**src/rtl/maze_wall_map_if.sv**
```systemverilog
// maze_wall_map_if: query bus between a sprite mover and the maze wall lookup; door_open exists only with GHOST_DOOR_EN
interface maze_wall_map_if;
  logic [9:0] x;
  logic [8:0] y;
  logic       isWall;
`ifdef GHOST_DOOR_EN
  logic       door_open;
  modport master(output x, y, door_open, input isWall);
  modport slave(input x, y, door_open, output isWall);
`else
  modport master(output x, y, input isWall);
  modport slave(input x, y, output isWall);
`endif
endinterface

```
**src/rtl/maze_wall_map.sv**
```systemverilog
// maze_wall_map: registered pixel-to-wall lookup for the Pac-Man maze; GHOST_DOOR_EN adds a passable ghost-house door
module maze_wall_map #(
  parameter int TILE_SHIFT = 4,
  parameter int H_PIXELS   = 640,
  parameter int V_PIXELS   = 480
) (
  input logic            clk,
  input logic            rst_n,
  maze_wall_map_if.slave bus
);
  localparam logic [9:0] X_END    = 10'(H_PIXELS);
  localparam logic [8:0] Y_END    = 9'(V_PIXELS);
  localparam logic [9:0] LAST_COL = 10'((H_PIXELS >> TILE_SHIFT) - 1);
  localparam logic [8:0] LAST_ROW = 9'((V_PIXELS >> TILE_SHIFT) - 1);
  logic [9:0] col;
  logic [8:0] row;
  logic       out_of_range, border, door, perimeter, interior, pillar, door_wall, wall;
  assign col = bus.x >> TILE_SHIFT;
  assign row = bus.y >> TILE_SHIFT;
`ifdef GHOST_DOOR_EN
  assign door_wall = !bus.door_open;
`else
  assign door_wall = 1'b1;
`endif
  // Tile classification, resolved in priority order so the house interior beats the pillar lattice
  always_comb begin
    out_of_range = bus.x >= X_END || bus.y >= Y_END;
    border       = col == 10'd0 || col == LAST_COL || row == 9'd0 || row == LAST_ROW;
    door         = row == 9'd13 && (col == 10'd19 || col == 10'd20);
    perimeter    = row >= 9'd13 && row <= 9'd16 && col >= 10'd17 && col <= 10'd22 &&
                   (row == 9'd13 || row == 9'd16 || col == 10'd17 || col == 10'd22);
    interior     = row >= 9'd14 && row <= 9'd15 && col >= 10'd18 && col <= 10'd21;
    pillar       = col[1:0] == 2'b11 && row[1:0] == 2'b11;
    wall         = out_of_range ? 1'b1 : border ? 1'b1 : door ? door_wall :
                   perimeter ? 1'b1 : interior ? 1'b0 : pillar;
  end
  // Single output flop; reset reports blocked until the first real lookup
  always_ff @(posedge clk or negedge rst_n)
    if (!rst_n) bus.isWall <= 1'b1;
    else        bus.isWall <= wall;
endmodule

```
**src/flat_wrapper.sv**
```systemverilog
// flat-port wrapper written by rule: the top's interface ports become plain ports
module maze_wall_map_flat 
#(
  parameter int TILE_SHIFT = 4,
  parameter int H_PIXELS   = 640,
  parameter int V_PIXELS   = 480
)
  (clk, rst_n, bus_x, bus_y, bus_isWall);
  maze_wall_map_if bus_i ();
  input logic clk;
  input logic rst_n;
  input wire logic [$bits(bus_i.x)-1:0] bus_x;
  input wire logic [$bits(bus_i.y)-1:0] bus_y;
  output wire logic [$bits(bus_i.isWall)-1:0] bus_isWall;
  assign bus_i.x = bus_x;
  assign bus_i.y = bus_y;
  assign bus_isWall = bus_i.isWall;
  maze_wall_map #(.TILE_SHIFT(TILE_SHIFT), .H_PIXELS(H_PIXELS), .V_PIXELS(V_PIXELS)) u_core (.clk(clk), .rst_n(rst_n), .bus(bus_i));
endmodule
```
**config.mk**
```make
export PLATFORM = sky130hd
export DESIGN_NAME = maze_wall_map_flat
export DESIGN_NICKNAME = d
export VERILOG_FILES = /design/src/rtl/maze_wall_map_if.sv /design/src/rtl/maze_wall_map.sv /design/src/flat_wrapper.sv
export SDC_FILE = /design/constraint.sdc
export NUM_CORES = 1
export LEC_CHECK = 0
export ABC_CLOCK_PERIOD_IN_PS = 800
export CORE_AREA = 2 2 39 41
export DETAILED_ROUTE_END_ITERATION = 10
export DIE_AREA = 0 0 41 43
export PLACE_DENSITY = 0.46
export SETUP_SLACK_MARGIN = 0.3
export SYNTH_ARGS = -nofsm -noshare
export SYNTH_HDL_FRONTEND = slang
export SYNTH_SLANG_ARGS = --single-unit
```
**constraint.sdc**
```tcl
create_clock -name clk -period 0.8 [get_ports clk]
set_input_delay 0.12 -clock clk [delete_from_list [all_inputs] [get_ports clk]]
set_output_delay 0.12 -clock clk [all_outputs]
set_load 0.02 [all_outputs]
```
# [After elaboration in Yosys (flattened, before gate mapping)]
# Index checks and enable logic that the tools add are counted.
[totals] regBits=1
[classes] magnitude_cmp=10 eq_ne=10 mux=5 n_reduce_logical=19
[ops] operator="equality test 6 x 5 -> 1 bit, second input constant" n=4
[ops] operator="greater-or-equal comparator 6 x 5 -> 1 bit, second input constant" n=2
[ops] operator="<= comparator 6 x 5 -> 1 bit, second input constant" n=2
[ops] operator="equality test 5 bit, second input constant" n=2
[ops] operator="greater-or-equal comparator 10 bit, second input constant" n=1
[ops] operator="greater-or-equal comparator 5 x 4 -> 1 bit, second input constant" n=2
[ops] operator="zero test 10 bit" n=1
[ops] operator="greater-or-equal comparator 9 bit, second input constant" n=1
[ops] operator="logical AND 1 bit" n=9
[ops] operator="zero test 9 bit" n=1
[ops] operator="logical OR 1 bit" n=8
[ops] operator="equality test 6 bit, second input constant" n=1
[ops] operator="equality test 5 x 4 -> 1 bit, second input constant" n=1
[ops] operator="<= comparator 5 x 4 -> 1 bit, second input constant" n=1
[ops] operator="<= comparator 5 bit, second input constant" n=1
[ops] operator="2-to-1 mux 1 bit" n=5
[ops] operator="equality test 2 bit, second input constant" n=2

# [Logic depth before layout (Yosys ltp)]
# Gate-level depths: netlist of run 1.
[logic_depth] ltp_word=9 depth_mapped=4 mapped_depth_nobuf=4

# [Worst setup path after synthesis of run 1]
# No wires, ideal clock.
[synth_path] kind="input port to flip-flop" start="input bus_x[9]" end="register u_core.bus.isWall" setup_ns=0.083 arrival_time_ns=1.168 required_time_ns=0.717 slack_ns=-0.452 stages=4 path_buffers=0 path_cell_list="or3b_1 -> o311ai_1 -> o41ai_1 -> a221o_1"
[synth_via] elab_chain_len=8 elab_cells_between_ends=29 cone_classes="order compare (5); eq/ne (5); mux (5); reduce/logical (14)"
[synth_rtl] item="from (decl)" line="flat_wrapper.sv:12" text="input wire logic [$bits(bus_i.x)-1:0] bus_x;"
[synth_rtl] item="greater-or-equal comparator 6 x 5 -> 1 bit, or another cell as far along" line="maze_wall_map.sv:32" text="interior = row >= 9'd14 && row <= 9'd15 && col >= 10'd18 && col <= 10'd21;"
[synth_rtl] item="logical AND 1 bit, or another cell as far along (2 in series)" line="maze_wall_map.sv:32"
[synth_rtl] item="2-to-1 mux 1 bit / logical AND 1 bit (equally long branches)" line="maze_wall_map.sv:35, maze_wall_map.sv:30"
[synth_rtl] item="2-to-1 mux 1 bit" line="maze_wall_map.sv:35" text="perimeter ? 1'b1 : interior ? 1'b0 : pillar;"
[synth_rtl] item="2-to-1 mux 1 bit (2 in series)" line="maze_wall_map.sv:34" text="wall = out_of_range ? 1'b1 : border ? 1'b1 : door ? door_wall :"
[synth_rtl] item="2-to-1 mux 1 bit *" line="maze_wall_map.sv:34"
[synth_rtl] item="named net u_core.wall" line="maze_wall_map.sv:17" text="logic out_of_range, border, door, perimeter, interior, pillar, door_wall, wall;"
[synth_rtl] item="to (signal assigned)" line="maze_wall_map.sv:40" text="else bus.isWall <= wall;"
[synth_rtl] item="to (decl)" line="maze_wall_map_if.sv:12" text="modport slave(input x, y, output isWall);"
# The timed path passes the listed nets; every way through them passes the cells marked *.

# [Final worst setup path of run 1]
[layout_path] start="input bus_x[7]" end="register u_core.bus.isWall"
# Same word-level chain as after synthesis.

==> flow_summary.json, run 1 <==
{
  "ys_seq_elements": 1,
  "crit_type": "in2reg",
  "syn-cell-area_um2": 179,
  "drt-pass1-iter-count": 4,
  "core_um2": 1380,
  "arrival_ns": 1.28,
  "largest_reg_flops": 1,
  "setup_ws_ns": -0.540,
  "period_minus_slack_ns": 1.34,
  "worst_pin_slew_ns": 0.286,
  "first_global_vias": 232,
  "seq_area_frac_synth_pct": 14.7,
  "dieArea_um2": 1760,
  "setup_viol": 1,
  "leakagePower_nw": 0.182,
  "finalHoldViolCount": 0,
  "hold_path.class": "in2async",
  "grt_usage_pct": 6.49,
  "finalPower_w": 0.000250,
  "tns_ns": -0.540,
  "rsz0062_at_grt": "yes",
  "vias_per_cell": 4.47,
  "areaGrowthSynthToFinish_pct": 140,
  "top_regs": "u_core.bus.isWall: 1 flops",
  "violations": "negative setup slack",
  "die_h_um": 43,
  "cp_max_fo": 2,
  "synth_nets": 44,
  "place_ws_ns": -0.950,
  "die_w_um": 41,
  "final_area_um2": 429,
  "ys_types": 19,
  "dpl.cell_count": 64,
  "final_antenna_net_count": 0,
  "post_dp_cell_area_um2": 422,
  "grt_start_max_net_pins": 5,
  "routed_wl_um": 587,
  "clk_pin_slew_ns": 0,
  "port_buffers": 13,
  "start_util_pct": 12.9,
  "nNetsFinal": 71,
  "rows": 14,
  "powerDensity_nw_per_um2": 584,
  "yosys_warnings": 0,
  "io_pins": 22,
  "grt_pass1_wl_um": 869,
  "max-cap-violations": 0,
  "avgSynthCellArea_um2": 7.78,
  "slew_violations": 0,
  "antenna_found_initial": 0,
  "fmax_mhz": 746,
  "gp_congestion": 0.705,
  "syn_inst": 23,
  "drive_gt1_share_pct": 50.0,
  "drc_errors": 0,
  "stdcell_count": 64,
  "max-slew-margin-rel_pct": 80.7,
  "n_fill_cell": 165,
  "endpoint_kind": "flop",
  "crit_path_start_kind": "input pin",
  "vias": 286,
  "outcome": "complete, but fails checks",
  "required_ns": 0.74,
  "antennaDiodeCount": 0,
  "drt_iter0_markers": 10,
  "finalCritPeriodShare_pct": 168,
  "peakVddDrop_v": 0.000169,
  "detail_route.wl_per_cell_um": 9.17,
  "dp_hpwl_um": 474,
  "cts_setup_buffers": 0,
  "top_register": "u_core.bus.isWall",
  "grt-ovfl-total": 0
}
[cell type report]
| cell class | instances | area, um2 | area share (%) |
|---|---|---|---|
| Multi-Input combinational cell | 22 | 179 | 41.7 |
| Sequential cell | 1 | 26.3 | 6.12 |
| Tap cell | 16 | 20.0 | 4.66 |
| Timing Repair Buffer | 25 | 204 | 47.5 |
[critical path: stages]
cell and delay, ns:
buf_6 0.09, or3b_4 0.39, buf_4 0.14, o41ai_1 0.34, a221o_1 0.19
[cell families after synthesis]
| group | share of synthesized area (%) |
|---|---|
| mux | 11.2 |
| flops | 14.7 |
| simple gates | 42.0 |
| compound gates | 27.3 |
| xor+xnor | 4.90 |
[power by group]
| group | internal, W | switching, W | total [W] |
|---|---|---|---|
| clock network | 0 | 0 | 0 |
| registers | 0.0000604 | 0.00000234 | 0.0000627 |
| logic | 0.000115 | 0.0000725 | 0.000188 |
[placed cells by master, fill, tap and decap left out]
cell,Yosys,layout
and3_1,1,1
nor4_1,2,1
or3b_4,0,1
a221o_1,1,1
nand4_1,1,1
o2111ai_1,1,1
nand2b_1,1,1
o31ai_2,0,1
o311ai_2,0,1
dfstp_2,1,1
nor4_2,0,1
dlygate4sd2_1,0,6
mux2i_1,2,2
o21ai_1,0,1
o41ai_1,1,1
buf_2,0,3
xnor2_1,1,1
nand2_1,2,2
nand3b_1,1,1
and2_4,0,1
nor2_2,0,1
buf_4,0,11
nor3_1,2,2
clkdlybuf4s50_1,0,2
buf_6,0,3
[synthesized netlist by cell type, drive strengths merged]
cell type | count | share of area (%)
a221o | 1 | 5.6
o31ai | 1 | 4.2
mux2i | 2 | 11
nor3 | 2 | 5.6
xnor2 | 1 | 4.9
nor4 | 2 | 7.0
o311ai | 1 | 4.9
and3 | 1 | 3.5
nand2b | 1 | 3.5
dfstp | 1 | 15
nor2 | 1 | 2.1
o2111ai | 1 | 4.9
nand3b | 1 | 4.2
or3b | 1 | 4.9
and2 | 1 | 3.5
nand2 | 2 | 4.2
o41ai | 1 | 4.9
o21ai | 1 | 2.8
nand4 | 1 | 3.5
[metrics by stage]
| stage | hold WS [ns] | utilization, % |
|---|---|---|
| 3_3_place_gp | 0.438 | 30.5 |
| 2_1_floorplan | -0.0278 | - |
| 5_1_grt | 0.451 | 31.0 |
| 3_5_place_dp | 0.438 | 30.5 |
| 6_report | 0.441 | 31.0 |
| 4_1_cts | 0.440 | 31.0 |
[worst paths after layout]
path,startpoint,endpoint,slack (ns),cells after the start
max in group asynchronous,rst_n,u_core.bus.isWall$_DFF_PN1_,0.34,1
max,bus_x[7],u_core.bus.isWall$_DFF_PN1_,-0.54,5
min in group clk,bus_y[8],u_core.bus.isWall$_DFF_PN1_,0.53,4
min,rst_n,u_core.bus.isWall$_DFF_PN1_,0.44,1
[layer usage]
layer  vias to the layer above  part of all wire, %  global-route usage [%]
met1                       127                   47                    9.18
met5                         -                    0                       0
met2                        10                   46                    11.3
met3                         0                  6.1                       0
li1                        149                    -                       -
met4                         0                    0                       0
[timing repair]
action                                  CTS  global route
resized for setup                        35             0
pin swaps                                 5             2
endpoints found under the setup margin    2             2
hold buffers                              0             0
Power figures use the tool's default switching activity.
==> run 2: changes to the inputs <==
--- a/config.mk
+++ b/config.mk
@@ -5,11 +5,11 @@
 export SDC_FILE = /design/constraint.sdc
 export NUM_CORES = 1
 export LEC_CHECK = 0
-export ABC_CLOCK_PERIOD_IN_PS = 800
+export ABC_CLOCK_PERIOD_IN_PS = 1150
 export CORE_AREA = 2 2 39 41
 export DETAILED_ROUTE_END_ITERATION = 10
 export DIE_AREA = 0 0 41 43
-export PLACE_DENSITY = 0.46
+export PLACE_DENSITY = 0.48
 export SETUP_SLACK_MARGIN = 0.3
 export SYNTH_ARGS = -nofsm -noshare
 export SYNTH_HDL_FRONTEND = slang
==> constraint.sdc (replaced) <==
create_clock -name clk -period 1.15 [get_ports clk]
set_input_delay 0.1725 -clock clk [delete_from_list [all_inputs] [get_ports clk]]
set_output_delay 0.1725 -clock clk [all_outputs]
set_load 0.02 [all_outputs]
==> run 2 against run 1 <==
Compared with the run above:
- via count decreased by 2.4%
- largest power group unchanged
- routed wire length increased by 8.9%
- sequential share of layout area decreased by 0.26 points
- flip-flop and latch count unchanged
- die area unchanged
- final cell count unchanged
- the flow still finishes with violations (negative setup slack)
==> flow_summary.json, run 2 (synthesized netlist as in run 1, its figures left out) <==
{
  "outcome": "complete, but fails checks",
  "violations": "negative setup slack",
  "finalHoldViolCount": 0,
  "required_ns": 1.06,
  "areaGrowthSynthToFinish_pct": 150,
  "layout_commonest_cell": "buf_4",
  "crit_type": "in2reg",
  "largest_reg_flops": 1,
  "start_util_pct": 12.9,
  "top_regs": "u_core.bus.isWall: 1 flops",
  "drt-pass1-iter-count": 2,
  "grt_start_max_net_pins": 6,
  "grt_pass1_wl_um": 883,
  "n_fill_cell": 159,
  "cp_slowest_stage_delay_ns": 0.40,
  "port_buffers": 13,
  "gp_congestion": 0.648,
  "drt_iter0_markers": 4,
  "die_w_um": 41,
  "core_um2": 1380,
  "slew_violations": 0,
  "grt_usage_pct": 6.69,
  "cp_num_buf_inv": 1,
  "endpoint_kind": "flop",
  "period_minus_slack_ns": 1.40,
  "fmax_mhz": 712,
  "drc_errors": 0,
  "crit_path_start_kind": "input pin",
  "slowest_stage": "or3b_4",
  "leakagePower_nw": 0.193,
  "arrival_ns": 1.32,
  "antenna_found_initial": 0,
  "max-slew-margin-rel_pct": 83.3,
  "rows": 14,
  "vias": 279,
  "final_antenna_net_count": 0,
  "post_dp_cell_area_um2": 414,
  "cp_max_fo": 2,
  "dieArea_um2": 1760,
  "holdBufCountCts": 0,
  "first_global_vias": 258,
  "setup_ws_ns": -0.254,
  "finalCritPeriodShare_pct": 122,
  "vias_per_cell": 4.36,
  "nNetsFinal": 71,
  "peakVddDrop_v": 0.000117,
  "rsz0062_at_grt": "yes",
  "io_pins": 22,
  "clk_pin_slew_ns": 0,
  "top_register": "u_core.bus.isWall",
  "grt-ovfl-total": 0,
  "die_h_um": 43,
  "drive_gt1_share_pct": 50.0,
  "worstPathCellList": "buf_6, or3b_4, o311ai_4, o41ai_2, a221o_1",
  "final_cell_mix": "11 x buf_4, 3 x clkdlybuf4s15_1, 3 x buf_6",
  "powerDensity_nw_per_um2": 397,
  "detail_route.wl_per_cell_um": 9.98,
  "max-cap-violations": 0,
  "tns_ns": -0.254,
  "routed_wl_um": 639,
  "antennaDiodeCount": 0,
  "setup_viol": 1,
  "worst_pin_slew_ns": 0.248,
  "cp_top_family": "compound AO/OA/AOI/OAI gates",
  "hold_path.class": "in2async",
  "final_area_um2": 448
}
run 2: cell count changes in the layout (fill, tap and decap cells not counted), sizes merged:
cell,previous run,this run
dlymetal6s2s,0,1
buf,17,16
clkdlybuf4s15,0,3
dlygate4sd2,6,1
clkbuf,0,2
run 2: power breakdown:
part | switching [W] | internal (W)
logic | 0.0000556 | 0.0000796
registers | 0.000000688 | 0.0000419
clock network | 0 | 0
total | 0.0000563 | 0.000121
run 2: metal layers:
metal | GRT usage [%] | vias to the layer above | share of wire [%]
met1 | 8.86 | 123 | 38
li1 | - | 147 | -
met3 | 0.524 | 0 | 9.4
met5 | 0 | - | 0
met2 | 11.9 | 9 | 53
met4 | 0 | 0 | 0
run 2: layout make-up:
cell class | count | area [um2] | share of cell area, %
Multi-Input combinational cell | 22 | 194 | 43.3
Sequential cell | 1 | 26.3 | 5.87
Tap cell | 16 | 20.0 | 4.47
Timing Repair Buffer | 25 | 208 | 46.4
run 2: through the flow:
| step | instances | util [%] | hold WS [ns] | power [W] | setup slack (ns) |
|---|---|---|---|---|---|
| 2_1_floorplan | 23 | - | 0.0247 | 0.0000782 | -0.145 |
| 3_3_place_gp | 63 | 29.9 | 0.491 | 0.000172 | -0.628 |
| 3_5_place_dp | 63 | 29.9 | 0.498 | 0.000173 | -0.670 |
| 4_1_cts | 63 | 29.2 | 0.500 | 0.000163 | -0.298 |
| 5_1_grt | 64 | 32.4 | 0.515 | 0.000189 | -0.277 |
| 6_report | 64 | 32.4 | 0.493 | 0.000178 | -0.254 |
run 2: final timing paths:
| path | from | to | slack, ns | cells past startpoint |
|---|---|---|---|---|
| hold / removal | rst_n | u_core.bus.isWall$_DFF_PN1_ | 0.49 | 1 |
| setup / recovery | bus_x[9] | u_core.bus.isWall$_DFF_PN1_ | -0.25 | 5 |
| max in group asynchronous | rst_n | u_core.bus.isWall$_DFF_PN1_ | 0.64 | 1 |
| min in group clk | bus_y[8] | u_core.bus.isWall$_DFF_PN1_ | 0.59 | 4 |
run 2: repair_timing:
item / in CTS / in global routing
pin swaps: 5 / 6
setup endpoints to repair: 2 / 1
gates resized for setup: 25 / 14
setup buffers: 0 / 1
